`config.mk`:
```
export PLATFORM = sky130hd
export DESIGN_NAME = mc_sequencer
export DESIGN_NICKNAME = d
export VERILOG_FILES = /design/src/rtl/mc_pkg.sv /design/src/rtl/fetch_timer.sv /design/src/rtl/mc_sequencer.sv
export SDC_FILE = /design/constraint.sdc
export NUM_CORES = 1
export LEC_CHECK = 0
export ABC_AREA = 1
export CAP_MARGIN = 10
export CORE_ASPECT_RATIO = 0.8
export CORE_MARGIN = 1
export CORE_UTILIZATION = 30
export DETAILED_ROUTE_END_ITERATION = 7
export HOLD_SLACK_MARGIN = 0.1
export SLEW_MARGIN = 15
export SYNTH_ARGS = -nofsm -noshare
export SYNTH_HDL_FRONTEND = slang
export SYNTH_SLANG_ARGS = --single-unit
```
`constraint.sdc`:
```
create_clock -name clk -period 2.9 [get_ports clk]
set_clock_uncertainty 0.15 [all_clocks]
set_input_delay 0.58 -clock clk [delete_from_list [all_inputs] [get_ports clk]]
set_output_delay 0.58 -clock clk [all_outputs]
set_load 0.02 [all_outputs]
```
`src/rtl/mc_pkg.sv`:
```
// Shared types and constants for the multi-cycle control sequencer.
package mc_pkg;

  typedef enum logic [2:0] {
    S_IDLE      = 3'd0,
    S_FETCH     = 3'd1,
    S_DECODE    = 3'd2,
    S_EXECUTE   = 3'd3,
    S_WRITEBACK = 3'd4,
    S_BRANCH    = 3'd5,
    S_HALT      = 3'd6,
    S_ERROR     = 3'd7
  } state_t;

  localparam logic PC_SEQ    = 1'b0;
  localparam logic PC_BR     = 1'b1;
  localparam int   CLASS_BIT = 3;
  localparam int   WAIT_W    = 4;

endpackage

```
`src/rtl/fetch_timer.sv`:
```
// Instruction-memory wait counter: counts stalled fetch cycles and flags
// expiry once the count equals TIMEOUT.
module fetch_timer
  import mc_pkg::*;
#(
  parameter int TIMEOUT = 15
) (
  input  logic clk,
  input  logic rst_n,
  input  logic clear,
  input  logic inc,
  output logic expire
);

  localparam logic [WAIT_W-1:0] LIMIT = WAIT_W'(TIMEOUT);

  logic [WAIT_W-1:0] count;

  always_ff @(posedge clk or negedge rst_n) begin
    if (!rst_n) begin
      count <= '0;
    end else if (clear) begin
      count <= '0;
    end else if (inc && !expire) begin
      count <= count + 1'b1;
    end
  end

  assign expire = (count == LIMIT);

endmodule

```
`src/rtl/mc_sequencer.sv`:
```
// Fetch/decode/execute/writeback control FSM for the I-type datapath; it
// drives enables only, the PC adder and sign-extend live in the datapath.
module mc_sequencer
  import mc_pkg::*;
#(
  parameter int         TIMEOUT = 15,
  parameter logic [5:0] HALT_OP = 6'b111111
) (
  input  logic        clk,
  input  logic        rst_n,
  input  logic        start,
  input  logic [5:0]  opcode,
  input  logic        zero,
  input  logic        overflow,
  input  logic        imem_ready,
  output logic        imem_req,
  output logic        ir_write,
  output logic        reg_write,
  output logic        pc_write,
  output logic        pc_src,
  output logic        busy,
  output logic        ovf_flag,
  output logic        error,
  output logic [15:0] instr_count
);

  state_t state;
  logic   cls_q;
  logic   z_q;
  logic   v_q;
  logic   in_fetch;
  logic   expire;

  assign in_fetch = (state == S_FETCH);

  // Held clear outside FETCH, so every FETCH entry starts counting from zero.
  fetch_timer #(.TIMEOUT(TIMEOUT)) u_fetch_timer (
    .clk    (clk),
    .rst_n  (rst_n),
    .clear  (!in_fetch),
    .inc    (in_fetch && !imem_ready),
    .expire (expire)
  );

  always_ff @(posedge clk or negedge rst_n) begin
    if (!rst_n) begin
      state       <= S_IDLE;
      cls_q       <= 1'b0;
      z_q         <= 1'b0;
      v_q         <= 1'b0;
      ovf_flag    <= 1'b0;
      instr_count <= '0;
    end else begin
      case (state)
        S_IDLE: begin
          if (start) begin
            state       <= S_FETCH;
            ovf_flag    <= 1'b0;
            instr_count <= '0;
          end
        end
        S_FETCH: begin
          // A ready arriving in the expiry cycle still completes the fetch.
          if (imem_ready) begin
            state <= S_DECODE;
          end else if (expire) begin
            state <= S_ERROR;
          end
        end
        S_DECODE: begin
          cls_q <= opcode[CLASS_BIT];
          state <= (opcode == HALT_OP) ? S_HALT : S_EXECUTE;
        end
        S_EXECUTE: begin
          z_q   <= zero;
          v_q   <= overflow;
          state <= cls_q ? S_WRITEBACK : S_BRANCH;
        end
        S_WRITEBACK: begin
          if (v_q) begin
            ovf_flag <= 1'b1;
          end
          instr_count <= instr_count + 16'd1;
          state       <= S_FETCH;
        end
        S_BRANCH: begin
          instr_count <= instr_count + 16'd1;
          state       <= S_FETCH;
        end
        S_HALT:  state <= S_HALT;
        S_ERROR: state <= S_ERROR;
      endcase
    end
  end

  // Moore decode straight off the state register, so an asynchronous reset
  // drops every enable in the same instant the state returns to IDLE.
  always_comb begin
    imem_req  = 1'b0;
    reg_write = 1'b0;
    pc_write  = 1'b0;
    pc_src    = PC_SEQ;
    busy      = 1'b0;
    error     = 1'b0;
    case (state)
      S_FETCH: begin
        imem_req = 1'b1;
        busy     = 1'b1;
      end
      S_DECODE, S_EXECUTE: begin
        busy = 1'b1;
      end
      S_WRITEBACK: begin
        reg_write = !v_q;
        pc_write  = 1'b1;
        pc_src    = PC_SEQ;
        busy      = 1'b1;
      end
      S_BRANCH: begin
        pc_write = 1'b1;
        pc_src   = z_q ? PC_SEQ : PC_BR;
        busy     = 1'b1;
      end
      S_ERROR: begin
        error = 1'b1;
      end
      default: begin
      end
    endcase
  end

  assign ir_write = in_fetch & imem_ready;

endmodule

```
Word level (Yosys, flattened, before mapping). Cells that the tools add are included.

$add $sub $neg: 2. Eq/ne operators: 13. Mux-type cells: 20. Bitwise gates (word level): 1. Reductions and logical operators: 13.

Operators by type and width (count): 16-bit case mux with 2 select lines (1); 3-bit case mux with 7 select lines (1); 16-bit by 1-bit adder with 16-bit output (second input constant) (1); 16-bit 2-to-1 mux (1); 3-bit == test (second input constant) (4); 3-bit 2-to-1 mux (4); 1-bit 2-to-1 mux (10); 4-bit 2-to-1 mux (2); 3-bit by 2-bit == test with 1-bit output (second input constant) (2); 6-bit == test (second input constant) (1); 5-bit OR reduction (1); 4-bit by 1-bit adder with 4-bit output (second input constant) (1); 4-bit == test (second input constant) (1); 2-bit inequality test (second input constant) (2); 2-bit AND reduction (2); 2-bit nonzero test (2); 3-bit by 1-bit == test with 1-bit output (second input constant) (1); 1-bit logical NOT (3); 3-bit logical NOT (1); 3-bit by 2-bit inequality test with 1-bit output (second input constant) (1); 3-bit AND reduction (1); 1-bit logical AND (2); 2-bit by 1-bit inequality test with 1-bit output (second input constant) (1); 1-bit case mux with 2 select lines (1); 2 further kinds (2).

Flip-flop bits (word level): 27. Input bits: 12.

Depth between registers and ports, before layout. Gate-level depths: netlist of the first run.

Depth after elaboration: 5. Depth in mapped cells: 8. Depth with buffers taken out: 8.

Cells and area by module. Synthesis of the first run repeated with hierarchy kept, for this count alone.

Cells, all modules: 237. Area, all modules: 1630.3 sq um.

By module, submodules not included: mc_sequencer (instances 1, cells an instance 208, area each 1405.1 sq um); fetch_timer (instances 1, cells an instance 29, area each 225.2 sq um).

Worst setup path after synthesis of the first run. Ideal clock, no wire load.

Path kind: register to output. Start: reg state[2]. End: out reg_write. Arrival: 1245 ps. Required time: 2170 ps. Slack: 925 ps. Stages on the path, launching flop included: 3. Path buffers: 0. Path through: dfrtp_1 inv_4 nor4_1.

Cells in the longest elaborated chain, start to end: 2.

RTL lines: from (decl) (RTL line mc_sequencer.sv:27) `state_t state;`; from (signal assigned) (RTL line mc_sequencer.sv:72) `state <= (opcode == HALT_OP) ? S_HALT : S_EXECUTE;`; from (signal assigned) (RTL line mc_sequencer.sv:77) `state <= cls_q ? S_WRITEBACK : S_BRANCH;`; 3-bit == test (RTL line mc_sequencer.sv:105) `case (state)`; 1-bit 2-to-1 mux (RTL line mc_sequencer.sv:105); to (decl) (RTL line mc_sequencer.sv:18) `output logic reg_write,`.

Every way passes these cells.

Final worst setup path of the first run.
Start: reg state[1]. End: out pc_src.

Cells in the longest elaborated chain, start to end: 2.

RTL lines: 3-bit == test (RTL line mc_sequencer.sv:105); 1-bit 2-to-1 mux (RTL line mc_sequencer.sv:105); to (decl) (RTL line mc_sequencer.sv:20) `output logic pc_src,`.

Every way passes these cells.

==> impl_metrics.env, run 1 <==
export IMPL_cts_root_buf="clkbuf_8"
export IMPL_synthesis_area_um2=1640
export IMPL_final_nets=279
export IMPL_ys_seq_area_share_pct=41.2
export IMPL_topRoutingLayerUsed="met4"
export IMPL_setup_viol_count_final=0
export IMPL_wl_met2_um=1590
export IMPL_io_pins=36
export IMPL_antennaDiodeCount=0
export IMPL_dpl_hpwl_um=2980
export IMPL_sw_frac_of_total_pct=46.1
export IMPL_drv_cap=0
export IMPL_fin_crit_sh_pct=88.8
export IMPL_worst_ep_arrival_time_ps=1850
export IMPL_coreArea_um2=5120
export IMPL_layout_drive_gt1_share_pct=8.33
export IMPL_synth_area_leaders="dfrtp_1, nand2_1, nand3_1"
export IMPL_switchingPower_uw=889
export IMPL_yosysTopAreaCellShare_pct=41.2
export IMPL_cts_made_buffers=3
export IMPL_holdPathStages=2
export IMPL_endpoint_kind="output port"
export IMPL_area_growth_pct=28.5
export IMPL_combinationalPowerShare_pct=51.0
export IMPL_grt_use_total_pct=15.0
export IMPL_seqPwrFrac_pct=37.6
export IMPL_wirelength_um=3850
export IMPL_outcome="completed"
export IMPL_critPathRequiredTime_ps=2170
export IMPL_core_rowCount=23
export IMPL_ctsHtreeMaxLevel=1
export IMPL_dpl_cell_area_um2=2060
export IMPL_gp_congestion=0.826
export IMPL_start_util_pct=32.0
export IMPL_fmax_mhz=388
export IMPL_wl_met1_um=2130
export IMPL_cts_setup_buffers=0
export IMPL_ant_nets=0
export IMPL_ff2ff_setup_slack_ps=1370
export IMPL_grt_ovfl_total=0
export IMPL_die_height_um=68.1
export IMPL_ys_seq_elements=27
export IMPL_hold_path_class="reg -> reg"
export IMPL_grt_max_degree=28
export IMPL_ys_types=25
export IMPL_yosys_warnings=0
export IMPL_fin_crit_ps=2580
export IMPL_cts_tree="built"
export IMPL_ir_drop_mv=0.441
export IMPL_synthCells=225
export IMPL_slew_headroom_pct=76.3
export IMPL_wl_per_cell_um=11.8
export IMPL_antenna_found_initial=0
export IMPL_cts_sinks=27
export IMPL_p_leak_uw=0.000953
export IMPL_internal_power_uw=1040
export IMPL_viasPerCell=4.66
export IMPL_cp_start_kind="register"
export IMPL_dp_slack_ps=348
export IMPL_grt_pass1_vias=1430
export IMPL_die_area_um2=5770
export IMPL_rsz0062_at_grt="no"
export IMPL_vias=1520
export IMPL_drv_slew=0
export IMPL_clk_pin_slew_ps=100
export IMPL_drtIter0Drc=60
export IMPL_cts_hold_buf=0
export IMPL_die_w_um=84.7
export IMPL_grt_pass1_wl_um=6780
export IMPL_cts_max_path_buffers=2
export IMPL_route_met3_wl_um=95
export IMPL_tns_ps=0
export IMPL_tightest_slew_ps=356
export IMPL_drc=0
export IMPL_cts_resized=0
export IMPL_synth_top_area_cell="dfrtp_1"
export IMPL_hold_viol_final=0
export IMPL_avgSynthCellArea_um2=7.29
export IMPL_pwr_share_clk_pct=11.4
export IMPL_clk_latency_ps=270
export IMPL_io_buffers=35
export IMPL_reg2reg_depth=7
export IMPL_power_density_nw_per_um2=915
export IMPL_design_area_um2=2110
export IMPL_cp_max_fo=8
export IMPL_drt_first_pass_iters=7
export IMPL_setup_slack_ps=324
export IMPL_critical_path_class="reg -> out"
export IMPL_syn_nets=239
==> routing by layer <==
metal,vias up,global-route usage (%)
met3,2,2.53
met2,21,23.2
li1,807,-
met4,0,3.81
met1,690,21.7
met5,-,0
==> synth_stat cells <==
| cell | instances |
|---|---|
| nand2_4 | 4 |
| o21ai_0 | 13 |
| nand2_1 | 72 |
| nand3_4 | 1 |
| inv_4 | 2 |
| nor2_1 | 22 |
| buf_6 | 2 |
| nor2_2 | 2 |
| nor2_4 | 1 |
| ha_1 | 2 |
| inv_1 | 23 |
| nand3_1 | 25 |
| a21oi_2 | 1 |
| mux2_2 | 2 |
| o21ai_1 | 2 |
| nand4_1 | 7 |
| a31oi_1 | 1 |
| inv_2 | 3 |
| a21oi_1 | 4 |
| xor2_1 | 1 |
| o21bai_1 | 5 |
| nor3_1 | 1 |
| dfrtp_1 | 27 |
| nor4_1 | 1 |
| xnor2_1 | 1 |
==> power groups by stage <==
stage	clock, uW	sequential [uW]	combinational (uW)
3_3_place_gp	0	727	986
4_1_cts	230	723	993
3_5_place_dp	0	730	990
5_1_grt	243	751	1090
6_report	220	724	983
2_1_floorplan	0	782	525
==> sequential cells by signal, indices dropped and copies added (netlist names) <==
signal,flops
v_q,1
z_q,1
instr_count,16
u_fetch_timer.count,4
state,3
ovf_flag,1
cls_q,1
==> cells by family after synthesis <==
kind of cell    count (synthesis)  share of synthesized area [%]
compound gates                 26                           9.00
mux                             2                           1.37
xor+xnor                        2                           1.07
fa+ha+maj                       2                           1.53
simple gates                  136                           37.8
buf+inv                        30                           8.08
flops                          27                           41.2
==> placed cells by master, fill, tap and decap left out, drive strengths merged, types with 2 or more instances in the layout <==
master	Yosys	layout
ha	2	2
nor2	25	25
clkbuf	0	3
clkdlybuf4s50	0	35
a21oi	5	5
o21ai	15	15
buf	2	2
nand3	26	26
nand2	76	76
nand4	7	7
o21bai	5	5
mux2	2	2
inv	28	28
dfrtp	27	27
==> through the flow <==
stage | util [%] | hold WS [ps] | total power [uW] | std cells
after global routing | 41.1 | 401 | 2080 | 326
final | 41.1 | 351 | 1930 | 326
after global placement | 40.2 | 334 | 1710 | 322
after detailed placement | 40.2 | 330 | 1720 | 322
after floorplan | - | 134 | 1310 | 225
after CTS | 41.1 | 359 | 1950 | 326
==> critical path, cell delays in order (launching register included) <==
cell and delay (ps):
dfrtp_1 500, inv_2 160, nand2_4 90, nor3_1 180
clkdlybuf4s50_1 640
==> final timing paths <==
check                               startpoint              end
worst max-delay path                  state[1]           pc_src
worst min-delay path                  ovf_flag         ovf_flag
worst max register to register  instr_count[1]  instr_count[14]
worst min register to register        ovf_flag         ovf_flag
max in group asynchronous                rst_n  instr_count[10]
min in group asynchronous                rst_n         state[0]
==> cell type report <==
class                           instances  area, um2
Clock buffer                            3       41.3
Clock inverter                          1       5.00
Fill cell                             534       3020
Inverter                               28        110
Multi-Input combinational cell        168        832
Sequential cell                        27        676
Tap cell                               62       77.6
Timing Repair Buffer                   37        365
Note: power is estimated with default switching activity, not from simulation.
==> inputs of run 2 (changes only) <==
Settings changed: CTS_CLUSTER_SIZE from default to 30.
==> results of run 2 <==
No change in the layout: final DEF, timing and power equal those of run 1.
